### config.mk
export PLATFORM = sky130hd
export DESIGN_NAME = button_pulse_conditioner
export DESIGN_NICKNAME = d
export VERILOG_FILES = /design/src/rtl/button_pulse_conditioner_pkg.sv /design/src/rtl/button_pulse_conditioner_channel.sv /design/src/rtl/button_pulse_conditioner.sv
export SDC_FILE = /design/constraint.sdc
export NUM_CORES = 1
export LEC_CHECK = 0
export CAP_MARGIN = 20
export CORE_MARGIN = 1
export CORE_UTILIZATION = 25
export CTS_BUF_LIST = sky130_fd_sc_hd__clkbuf_4 sky130_fd_sc_hd__clkbuf_8 sky130_fd_sc_hd__clkbuf_16
export CTS_CLUSTER_DIAMETER = 150
export CTS_CLUSTER_SIZE = 14
export DETAILED_ROUTE_END_ITERATION = 16
export GPL_TIMING_DRIVEN = 0
export MAX_ROUTING_LAYER = met4
export SYNTH_ARGS = -nofsm -noshare
export SYNTH_HDL_FRONTEND = slang
export SYNTH_SLANG_ARGS = --single-unit
### constraint.sdc
create_clock -name clk -period 2.6 [get_ports clk]
set_input_delay 0.65 -clock clk [delete_from_list [all_inputs] [get_ports clk]]
set_output_delay 0.65 -clock clk [all_outputs]
set_load 0.01 [all_outputs]
### src/rtl/button_pulse_conditioner_pkg.sv
// Shared constants for the timer's button front end: clock rate, default debounce/repeat
// timings, button channel indices and the hold-to-repeat state encoding.
package button_pulse_conditioner_pkg;

    localparam int CLK_HZ              = 100_000_000;
    localparam int NUM_BTN             = 5;
    localparam int DEF_DEBOUNCE_CYCLES = 1_000_000;
    localparam int DEF_REPEAT_DELAY    = 50_000_000;
    localparam int DEF_REPEAT_PERIOD   = 20_000_000;

    localparam int BTN_START  = 0;
    localparam int BTN_STOP   = 1;
    localparam int BTN_DELETE = 2;
    localparam int BTN_SEC    = 3;
    localparam int BTN_MIN    = 4;

    localparam int DEF_REPEAT_MASK = (1 << BTN_SEC) | (1 << BTN_MIN);

    typedef enum logic [1:0] {
        RPT_IDLE   = 2'd0,
        RPT_DELAY  = 2'd1,
        RPT_REPEAT = 2'd2
    } rpt_state_e;

    // Counters only ever hold 0 .. terminal-1, so clog2 of the largest terminal suffices.
    function automatic int cnt_width(input int a, input int b, input int c);
        int m;
        m = a;
        if (b > m) m = b;
        if (c > m) m = c;
        return (m < 2) ? 1 : $clog2(m);
    endfunction

endpackage

### src/rtl/button_pulse_conditioner_channel.sv
// One button channel: 2-FF synchronizer, counter debouncer, registered press/release pulses
// and, when BUTTON_AUTO_REPEAT_EN is defined and REPEAT_EN is set, hold-to-repeat press pulses.
module button_pulse_conditioner_channel
    import button_pulse_conditioner_pkg::*;
#(
    parameter int DEBOUNCE_CYCLES = DEF_DEBOUNCE_CYCLES,
    parameter int REPEAT_DELAY    = DEF_REPEAT_DELAY,
    parameter int REPEAT_PERIOD   = DEF_REPEAT_PERIOD,
    parameter bit REPEAT_EN       = 1'b0
) (
    input  logic clk,
    input  logic reset,
    input  logic btn_raw,
    output logic btn_level,
    output logic btn_press,
    output logic btn_release
);

    localparam int              CNT_W   = cnt_width(DEBOUNCE_CYCLES, REPEAT_DELAY, REPEAT_PERIOD);
    localparam logic [CNT_W-1:0] DB_LAST = CNT_W'(DEBOUNCE_CYCLES - 1);

    logic             sync1_q;
    logic             sync2_q;
    logic             level_q;
    logic             level_d;
    logic [CNT_W-1:0] db_cnt_q;
    logic [CNT_W-1:0] db_cnt_d;
    logic             press_q;
    logic             press_d;
    logic             release_q;
    logic             release_d;
    logic             level_rise;
    logic             level_fall;
    logic             rpt_fire;

    always_comb begin
        db_cnt_d   = '0;
        level_d    = level_q;
        level_rise = 1'b0;
        level_fall = 1'b0;
        if (sync2_q != level_q) begin
            if (db_cnt_q == DB_LAST) begin
                level_d    = sync2_q;
                level_rise = sync2_q;
                level_fall = ~sync2_q;
            end else begin
                db_cnt_d = db_cnt_q + CNT_W'(1);
            end
        end
    end

    assign press_d   = level_rise | rpt_fire;
    assign release_d = level_fall;

    always_ff @(posedge clk) begin
        if (reset) begin
            sync1_q   <= 1'b0;
            sync2_q   <= 1'b0;
            level_q   <= 1'b0;
            db_cnt_q  <= '0;
            press_q   <= 1'b0;
            release_q <= 1'b0;
        end else begin
            sync1_q   <= btn_raw;
            sync2_q   <= sync1_q;
            level_q   <= level_d;
            db_cnt_q  <= db_cnt_d;
            press_q   <= press_d;
            release_q <= release_d;
        end
    end

    generate
`ifdef BUTTON_AUTO_REPEAT_EN
        if (REPEAT_EN) begin : g_repeat
            localparam logic [CNT_W-1:0] RD_LAST = CNT_W'(REPEAT_DELAY - 1);
            localparam logic [CNT_W-1:0] RP_LAST = CNT_W'(REPEAT_PERIOD - 1);

            rpt_state_e       state_q;
            logic [CNT_W-1:0] rpt_cnt_q;

            // A falling level wins: the release cycle never carries a repeat pulse.
            assign rpt_fire = ~level_fall &
                              (((state_q == RPT_DELAY)  && (rpt_cnt_q == RD_LAST)) ||
                               ((state_q == RPT_REPEAT) && (rpt_cnt_q == RP_LAST)));

            always_ff @(posedge clk) begin
                if (reset || level_fall) begin
                    state_q   <= RPT_IDLE;
                    rpt_cnt_q <= '0;
                end else begin
                    case (state_q)
                        RPT_IDLE: begin
                            rpt_cnt_q <= '0;
                            if (level_rise) state_q <= RPT_DELAY;
                        end
                        RPT_DELAY: begin
                            if (rpt_cnt_q == RD_LAST) begin
                                state_q   <= RPT_REPEAT;
                                rpt_cnt_q <= '0;
                            end else begin
                                rpt_cnt_q <= rpt_cnt_q + CNT_W'(1);
                            end
                        end
                        RPT_REPEAT: begin
                            if (rpt_cnt_q == RP_LAST) rpt_cnt_q <= '0;
                            else                      rpt_cnt_q <= rpt_cnt_q + CNT_W'(1);
                        end
                        default: begin
                            state_q   <= RPT_IDLE;
                            rpt_cnt_q <= '0;
                        end
                    endcase
                end
            end
        end else begin : g_no_repeat
            assign rpt_fire = 1'b0;
        end
`else
        // Repeat logic is not built; the enable bit has no effect here.
        assign rpt_fire = 1'b0 & REPEAT_EN;
`endif
    endgenerate

    assign btn_level   = level_q;
    assign btn_press   = press_q;
    assign btn_release = release_q;

endmodule

### src/rtl/button_pulse_conditioner.sv
// Conditions the raw timer buttons into clean levels and one-cycle press/release pulses.
// Define BUTTON_AUTO_REPEAT_EN to add hold-to-repeat on channels selected by REPEAT_MASK.
module button_pulse_conditioner
    import button_pulse_conditioner_pkg::*;
#(
    parameter int                     NUM_BUTTONS     = NUM_BTN,
    parameter int                     DEBOUNCE_CYCLES = DEF_DEBOUNCE_CYCLES,
    parameter int                     REPEAT_DELAY    = DEF_REPEAT_DELAY,
    parameter int                     REPEAT_PERIOD   = DEF_REPEAT_PERIOD,
    parameter logic [NUM_BUTTONS-1:0] REPEAT_MASK     = NUM_BUTTONS'(DEF_REPEAT_MASK)
) (
    input  logic                   clk,
    input  logic                   reset,
    input  logic [NUM_BUTTONS-1:0] btn_raw,
    output logic [NUM_BUTTONS-1:0] btn_level,
    output logic [NUM_BUTTONS-1:0] btn_press,
    output logic [NUM_BUTTONS-1:0] btn_release
);

    genvar gi;
    generate
        for (gi = 0; gi < NUM_BUTTONS; gi = gi + 1) begin : g_ch
            button_pulse_conditioner_channel #(
                .DEBOUNCE_CYCLES (DEBOUNCE_CYCLES),
                .REPEAT_DELAY    (REPEAT_DELAY),
                .REPEAT_PERIOD   (REPEAT_PERIOD),
                .REPEAT_EN       (REPEAT_MASK[gi])
            ) u_channel (
                .clk         (clk),
                .reset       (reset),
                .btn_raw     (btn_raw[gi]),
                .btn_level   (btn_level[gi]),
                .btn_press   (btn_press[gi]),
                .btn_release (btn_release[gi])
            );
        end
    endgenerate

endmodule
## After elaboration in Yosys (flattened, before gate mapping)

Index checks and enable logic that the tools add are counted.
W data, S select, Z words.

| word-level totals | value |
|---|---|
| bits in registers | 155 |
| bits of input ports | 7 |
| output and inout port bits | 15 |
| word-level logic and storage cells | 75 |

| operators by class | value |
|---|---|
| add/sub/neg operators | 5 |
| equality and inequality tests | 10 |
| bitwise operators | 15 |
| reduce and logical (&&, ||, !) cells | 15 |

Operator list:

| kind | count |
|---|---|
| $add A26 B1 Y26 const B | 5 |
| $eq A26 B20 Y1 const B | 5 |
| $reduce_or A3 Y1 | 10 |
| $not A1 Y1 | 15 |
| $reduce_and A2 Y1 | 5 |
| $ne A1 B1 Y1 | 5 |

## Depth between registers and ports, before layout

Gate-level depths: netlist of the first run.

| depth | value |
|---|---|
| word-level depth | 3 |
| gate-level depth with buffers | 7 |
| gate-level depth less buffers | 5 |

## By module

A second synthesis of the first run with hierarchy kept.

| unflattened totals | value |
|---|---|
| cells, all modules | 760 |
| area, all modules | 6,762.7 um^2 |

Modules (own cells, without submodules):

| module | instances | cells each | area an instance (um^2) | sequential area each (um^2) |
|---|---|---|---|---|
| button_pulse_conditioner_channel | 5 | 152 | 1,352.5 | 620.6 |

## Worst setup path after synthesis of the first run

OpenSTA, ideal clock, no wires.

| path | value |
|---|---|
| path type | register -> register |
| from | reg g_ch[2].u_channel.db_cnt_q[0] |
| to | reg g_ch[2].u_channel.db_cnt_q[10] |
| library setup time | 0.117 ns |
| data arrival time | 1.795 ns |
| required time | 2.483 ns |
| slack | 0.688 ns |
| cell stages (with the launch flop) | 7 |
| path buffers | 1 |
| clock period less this slack | 1.912 ns |
| cells stage by stage | dfxtp_1 ha_1 nand2_1 or4_1 o21ai_2 buf_2 nor2_1 |

| on the way | value |
|---|---|
| cells in the longest elaborated chain, start to end | 2 |
| elaborated cells on any way between the ends | 3 |
| classes of those cells | add/sub: 1; eq/ne: 1; reduce/logical: 1 |

Ends and longest elaborated chain:

| what | line | text |
|---|---|---|
| start: declaration | button_pulse_conditioner_channel.sv:26 | `logic [CNT_W-1:0] db_cnt_q;` |
| start signal: assignment | button_pulse_conditioner_channel.sv:67 | `db_cnt_q <= db_cnt_d;` |
| branches (longest 2 deep; another with $add A26 B1 Y26) | - |  |

Parallel ways; which one is timed is not known.
A chain may end at the register's enable or synchronous reset.

## Worst setup path in the final report of the first run

| path | value |
|---|---|
| from | reg g_ch[4].u_channel.db_cnt_q[2] |
| to | reg g_ch[4].u_channel.db_cnt_q[4] |

| on the way | value |
|---|---|
| cells in the longest elaborated chain, start to end | 2 |
| elaborated cells on any way between the ends | 3 |
| classes of those cells | add/sub: 1; eq/ne: 1; reduce/logical: 1 |

Ends and longest elaborated chain:

| what | line |
|---|---|
| start: declaration | button_pulse_conditioner_channel.sv:26 |
| start signal: assignment | button_pulse_conditioner_channel.sv:67 |
| branches (longest 2 deep; another with $add A26 B1 Y26) | - |

Parallel ways; which one is timed is not known.

==> metrics, run 1 <==
Final Hold Vio Count=0; DRC=0; Area Overhead vs Synth=19.2%; hold path start=g_ch[4].u_channel.sync1_q; clock slew at reported path FFs=0.06 ns; drt initial violations=357; vias in the first global route=5,301; TritonCTS buffer count=17; RR Endpoint=g_ch[4].u_channel.db_cnt_q[4]; post-synthesis cell count=800; post-route minimum period=2.32 ns; WHS Endpoint=g_ch[4].u_channel.sync2_q; die width=169 um; root buf cell=clkbuf_16; Yosys reg bits=155; Post-Syn Nets=812; gr usage total=11.2%; status=finished, final reports clean; Post-Synth Simple-Gate Area=30.4%; CP max FO=10; number of cells on the worst hold path=1; R2R depth=6; DR vias=5,785; synthesized cell area=6930 um2; FF-to-FF Start=g_ch[4].u_channel.db_cnt_q[2]; Post-synth EDFFs=0; cell taking the most area after synthesis=dfxtp_1; Placement Rows=60; Max Slew Vio Count=0; setup repair bufs after CTS=0; Synth Area in XOR/XNOR=8.21%; maxcap violations=0; Post-Synth Adder-Cell Area=0.903%; clock sink total=155; Power, Total=5.21 mW; Max Clk Rate=0.431 GHz; RSZ-0062 raised after global routing=false; worst hold path type=flop to flop; main combinational cell family by area after synthesis=simple AND/OR/NAND/NOR gates; period utilisation layout=89.3%; Yosys cell types=43; measured slew at the worst slew-check pin=0.660 ns; initial antenna violation count=0; crit path DAT=2.63 ns; port bufs=21; CP Capture Type=flop; Die ar.=28,400 um2; nets=852; DIE HEIGHT=169 um; post-synthesis mux area share=0%; drt pass-1 iters=4; fraction of registers with async set or reset after synthesis=0%; post-route core utilization=30.5%; flop2flop setup slack=0.28 ns; complex-gate fraction of the synthesized area=11.1%; slew margin rel.=56.0%; routability-driven placement congestion ratio=0.783; Core ar.=27,100 um2; synth top area cells=dfxtp_1, xor2_1, a21oi_1; Worst EP required=2.90 ns; CP Class=flop to flop; Routed WL=14.7 mm; n_diodes=0; Longest Clk Path Bufs=2; Commonest cells post-synth=dfxtp_1, nor2_1, a21oi_1; Setup-failing EPs final=0; remaining antenna violation count=0; GRT overflow=0; largest net degree at the start of global routing=17; vias per cell=4.73; Seq/Total Area, Yosys=44.8%; worst skew pair latency=0.43 ns; peak supply drop=417 uV; H-tree Lvls=4; Leak=2.44 nW; layout cell share with drive strength beyond 1=8.00%; IO Pins=22; Initial Util=25.6%; CTS tree=done; power per cell area=630 nW/um2; Synth Flop Type=dfxtp_1; hold slack=0.435 ns; Layout Skew=0.00921 ns; YS warnings=0; syn avg cell area=8.66 um2; top cell type's share of synthesized area=44.8%; routed len/inst=12.0 um; most common cell in the netlist=dfxtp_1; DP HPWL=9.80 mm; first-pass GRT wire length=25.1 mm; CP Launch Type=flop
## repair_timing
action / CTS / global route
hold endpoints to repair: 0 / 0
setup endpoints to repair: 0 / 40
resized for setup: 0 / 3
hold buffers: 0 / 0
## cells by family (layout without fill, tap and decap cells)
family / count (synthesis) / in the layout
AND/OR/NAND/NOR: 375 / 375
flip-flops: 155 / 155
AO/OA/AOI/OAI: 135 / 135
XOR/XNOR: 65 / 65
buffers and inverters: 65 / 115
adder cells (fa/ha/maj): 5 / 5
## metrics by stage
step | std cells | TNS, ns | instance area [um2] | setup slack [ns]
floorplan | 800 | 0 | 6930 | 0.688
CTS | 1222 | 0 | 8260 | 0.131
detailed placement | 1193 | -7.98 | 7610 | -0.310
finish | 1222 | 0 | 8260 | 0.279
global placement | 1193 | -6.64 | 7610 | -0.283
global route | 1222 | 0 | 8260 | 0.0628
## state kept, by name, indices dropped and copies added (netlist names)
signal,flops
g_ch.u_channel.btn_level,5
g_ch.u_channel.sync2_q,5
g_ch.u_channel.db_cnt_q,130
g_ch.u_channel.sync1_q,5
g_ch.u_channel.btn_press,5
g_ch.u_channel.btn_release,5
## power by group
part / leakage [nW] / switching (mW) / internal, mW / total (mW)
Clock: 0.318 / 0.964 / 1.80 / 2.76
Sequential: 1.25 / 0.00649 / 2.38 / 2.39
Combinational: 0.875 / 0.0329 / 0.0209 / 0.0538
## cell type report
type / instances / area, um2
tap: 372 / 465
inverter: 18 / 67.6
clock inverter: 7 / 163
sequential: 155 / 3100
clock buffer: 22 / 488
fill: 2848 / 18800
buffer: 47 / 251
timing repair buffer: 21 / 210
multi-input combinational: 580 / 3510
## critical path: stages (launching register included)
cell and delay [ns]:
dfxtp_1 0.39, and4_1 0.27, buf_2 0.24, nand4_1 0.21
o21ai_1 0.55, clkbuf_1 0.44, nor2_1 0.10
## cell usage in the layout, fill, tap and decap left out, types with 28 or more instances in the layout
cell type / instances
o21ai_0: 37
xor2_1: 37
or3_1: 35
nand3_1: 44
dfxtp_1: 155
a21oi_1: 63
xnor2_1: 28
nor2_1: 78
nand4_1: 44
or4_1: 33
nand2_1: 41
## worst max-delay path by stage
stage,startpoint,end,slack [ns]
2_1_floorplan,g_ch[2].u_channel.db_cnt_q[0],g_ch[2].u_channel.db_cnt_q[10],0.69
3_3_place_gp,reset,g_ch[4].u_channel.db_cnt_q[4],-0.28
3_5_place_dp,reset,g_ch[4].u_channel.db_cnt_q[3],-0.31
4_1_cts,reset,g_ch[4].u_channel.db_cnt_q[11],0.13
5_1_grt,g_ch[4].u_channel.db_cnt_q[2],g_ch[4].u_channel.db_cnt_q[19],0.06
6_report,g_ch[4].u_channel.db_cnt_q[2],g_ch[4].u_channel.db_cnt_q[4],0.28
## metal layers
metal  vias to the layer above  track usage, %  part of all wire (%)
met5                         -               -                     0
met4                         0            4.47                   1.2
met3                        15            2.88                   3.3
met2                        81            16.5                    44
met1                      2708            14.4                    52
li1                       2981               -                     -
Note: power is estimated with default switching activity, not from simulation.
==> inputs of run 2 (changes only) <==
Settings changed: CORE_MARGIN 1 to 2.
==> run 2 against run 1 <==
Net effect: clock power is 9.1% lower; via count increased by 0.45%; first-iteration DRC count down 3.9%; sequential cell count stayed put; maximum frequency fell by 4.0%; critical path type is now input pin to flop; critical endpoint is now g_ch[4].u_channel.db_cnt_q[2]; largest cell class unchanged; setup slack worse by 0.097 ns.
==> metrics, run 2 (same netlist as run 1, synthesis figures left out) <==
status=finished, final reports clean; H-tree Lvls=4 (unchanged); Setup-failing EPs final=0 (unchanged); DRC=0 (unchanged); port bufs=21 (unchanged); CP Class=input pin to flop; post-route minimum period=2.42 ns (+0.0970 ns); commonest non-fill, non-tap cell in the layout=dfxtp_1; Worst EP required=2.90 ns (about the same); drt initial violations=343 (-3.9%); Max Clk Rate=0.414 GHz (-4.0%); FF-to-FF Start=g_ch[4].u_channel.db_cnt_q[2]; vias in the first global route=5,250 (-0.96%); Placement Rows=60 (unchanged); RSZ-0062 raised after global routing=false; DR vias=5,811 (+0.45%); Final Hold Vio Count=0 (unchanged); DP HPWL=9.99 mm (+1.9%); DP Cell Count=1,193 (unchanged); Max Slew Vio Count=0 (unchanged); CTS tree=done; power per cell area=603 nW/um2 (-4.3%); gr usage total=10.7% (-0.45 points); worst hold path type=flop to flop; die width=171 um (+1.2%); FILL cells=2,818 (-1.1%); max FFs per register=130 (unchanged); initial antenna violation count=0 (unchanged); TritonCTS buffer count=17 (unchanged); setup repair bufs after CTS=0 (unchanged); IO Pins=22 (unchanged); number of cells on the worst hold path=1 (unchanged); critical path's slowest cell=clkbuf_1; cells along the critical path=clkdlybuf4s50_1, clkbuf_1, nor2_1, o21ai_1, clkbuf_1, nor2_1; Critical path origin=reset; clock slew at reported path FFs=0.06 ns (about the same); maxcap violations=0 (unchanged); n_diodes=0 (unchanged); Core ar.=27,100 um2 (unchanged); CP Launch Type=input pin; CP max FO=10 (unchanged); Critical Path Max Stage Delay=0.50 ns (-0.05 ns); Layout Skew=0.00625 ns (-0.00297 ns); Layout Cells excl Fill=1,223 (+0.082%); Initial Util=25.6% (unchanged); nets=852 (unchanged); peak supply drop=516 uV (+24%); Routed WL=14.5 mm (-0.88%); clock sink total=155 (unchanged); first-pass GRT wire length=24.9 mm (-0.77%); GRT overflow=0 (unchanged); measured slew at the worst slew-check pin=0.675 ns (+0.0151 ns); root buf cell=clkbuf_16; slew margin rel.=55.0% (-1.0 points); Die ar.=29,100 um2 (+2.4%); period utilisation layout=93.0% (+3.7 points); worst skew pair latency=0.42 ns (about the same); post-route core utilization=30.3% (-0.19 points); layout cell share with drive strength beyond 1=7.99% (-0.0094 points); RR Endpoint=g_ch[4].u_channel.db_cnt_q[2]; hold path start=g_ch[3].u_channel.sync1_q; remaining antenna violation count=0 (unchanged); Leak=2.42 nW (-1.1%); R2R depth=6 (unchanged); most frequent cells in the layout=dfxtp_1, nor2_1, a21oi_1; WHS Endpoint=g_ch[3].u_channel.sync2_q; hold-fix buffers at CTS=0 (unchanged); crit path DAT=2.71 ns (+0.08 ns); largest net degree at the start of global routing=17 (unchanged); Area Overhead vs Synth=18.5%; routability-driven placement congestion ratio=0.786 (+0.29%); CP Capture Type=flop; Top reg by flops=g_ch.u_channel.db_cnt_q; routed len/inst=11.9 um (-0.96%); Longest Clk Path Bufs=2 (unchanged); drt pass-1 iters=5 (+1); vias per cell=4.75 (+0.37%); flop2flop setup slack=0.29 ns (about the same); DIE HEIGHT=171 um (+1.2%)
[run 2: cell count changes in the layout (fill, tap and decap cells not counted)]
cell | previous run | this run
bufinv_16 | 5 | 2
clkbuf_8 | 4 | 6
clkbuf_1 | 20 | 21
clkbuf_2 | 1 | 0
clkinv_2 | 1 | 2
clkinvlp_4 | 1 | 2
[run 2: metrics by stage]
step | instance area [um2] | hold WS [ns] | setup slack (ns) | TNS [ns] | power [mW]
final | 8210 | 0.439 | 0.182 | 0 | 4.95
after global routing | 8210 | 0.449 | 0.000335 | 0 | 5.13
after detailed placement | 7610 | 0.430 | -0.296 | -6.24 | 2.50
after global placement | 7610 | 0.419 | -0.243 | -5.89 | 2.50
after CTS | 8210 | 0.443 | 0.160 | 0 | 5.03
after floorplan | 6930 | 0.413 | 0.688 | 0 | 2.47
[run 2: layout make-up]
cell class | instances | area, um2 | share of cell area, %
clock buffer | 24 | 515 | 6.28
buffer | 47 | 250 | 3.05
inverter | 18 | 67.6 | 0.823
tap | 372 | 465 | 5.67
clock inverter | 6 | 85.1 | 1.04
timing repair buffer | 21 | 210 | 2.56
multi-input combinational | 580 | 3510 | 42.8
sequential | 155 | 3100 | 37.8
[run 2: worst max path at each step]
stage / endpoint / slack, ns / cells past startpoint
2_1_floorplan: g_ch[2].u_channel.db_cnt_q[10] / 0.69 / 6
3_3_place_gp: g_ch[4].u_channel.db_cnt_q[4] / -0.24 / 6
3_5_place_dp: g_ch[4].u_channel.db_cnt_q[2] / -0.30 / 6
4_1_cts: g_ch[4].u_channel.db_cnt_q[2] / 0.16 / 6
5_1_grt: g_ch[4].u_channel.db_cnt_q[2] / 0.0003 / 6
6_report: g_ch[4].u_channel.db_cnt_q[2] / 0.18 / 6
[run 2: power by group]
part	switching, mW	internal (mW)	leakage, nW
Combinational	0.0325	0.0207	0.872
Clock	0.945	1.56	0.294
Sequential	0.00688	2.38	1.25
[run 2: per-layer routing]
layer / global-route usage [%] / part of all wire (%)
met1: 13.9 / 51
met5: - / 0
met3: 2.98 / 3.5
met2: 16.4 / 45
met4: 3.01 / 0.93
[run 2: what timing repair did]
| action | 4_1_cts | 5_1_grt |
|---|---|---|
| hold endpoints to repair | 0 | 0 |
| gates resized for setup | 0 | 1 |
| endpoints found under the setup margin | 0 | 1 |
[run 2: worst max-delay path: cells and delay by family]
kind	cells	cell delay (ns)
buffers and inverters	3	1.44
AOI/OAI and AO/OA	1	0.35
and+or+nand+nor	2	0.26
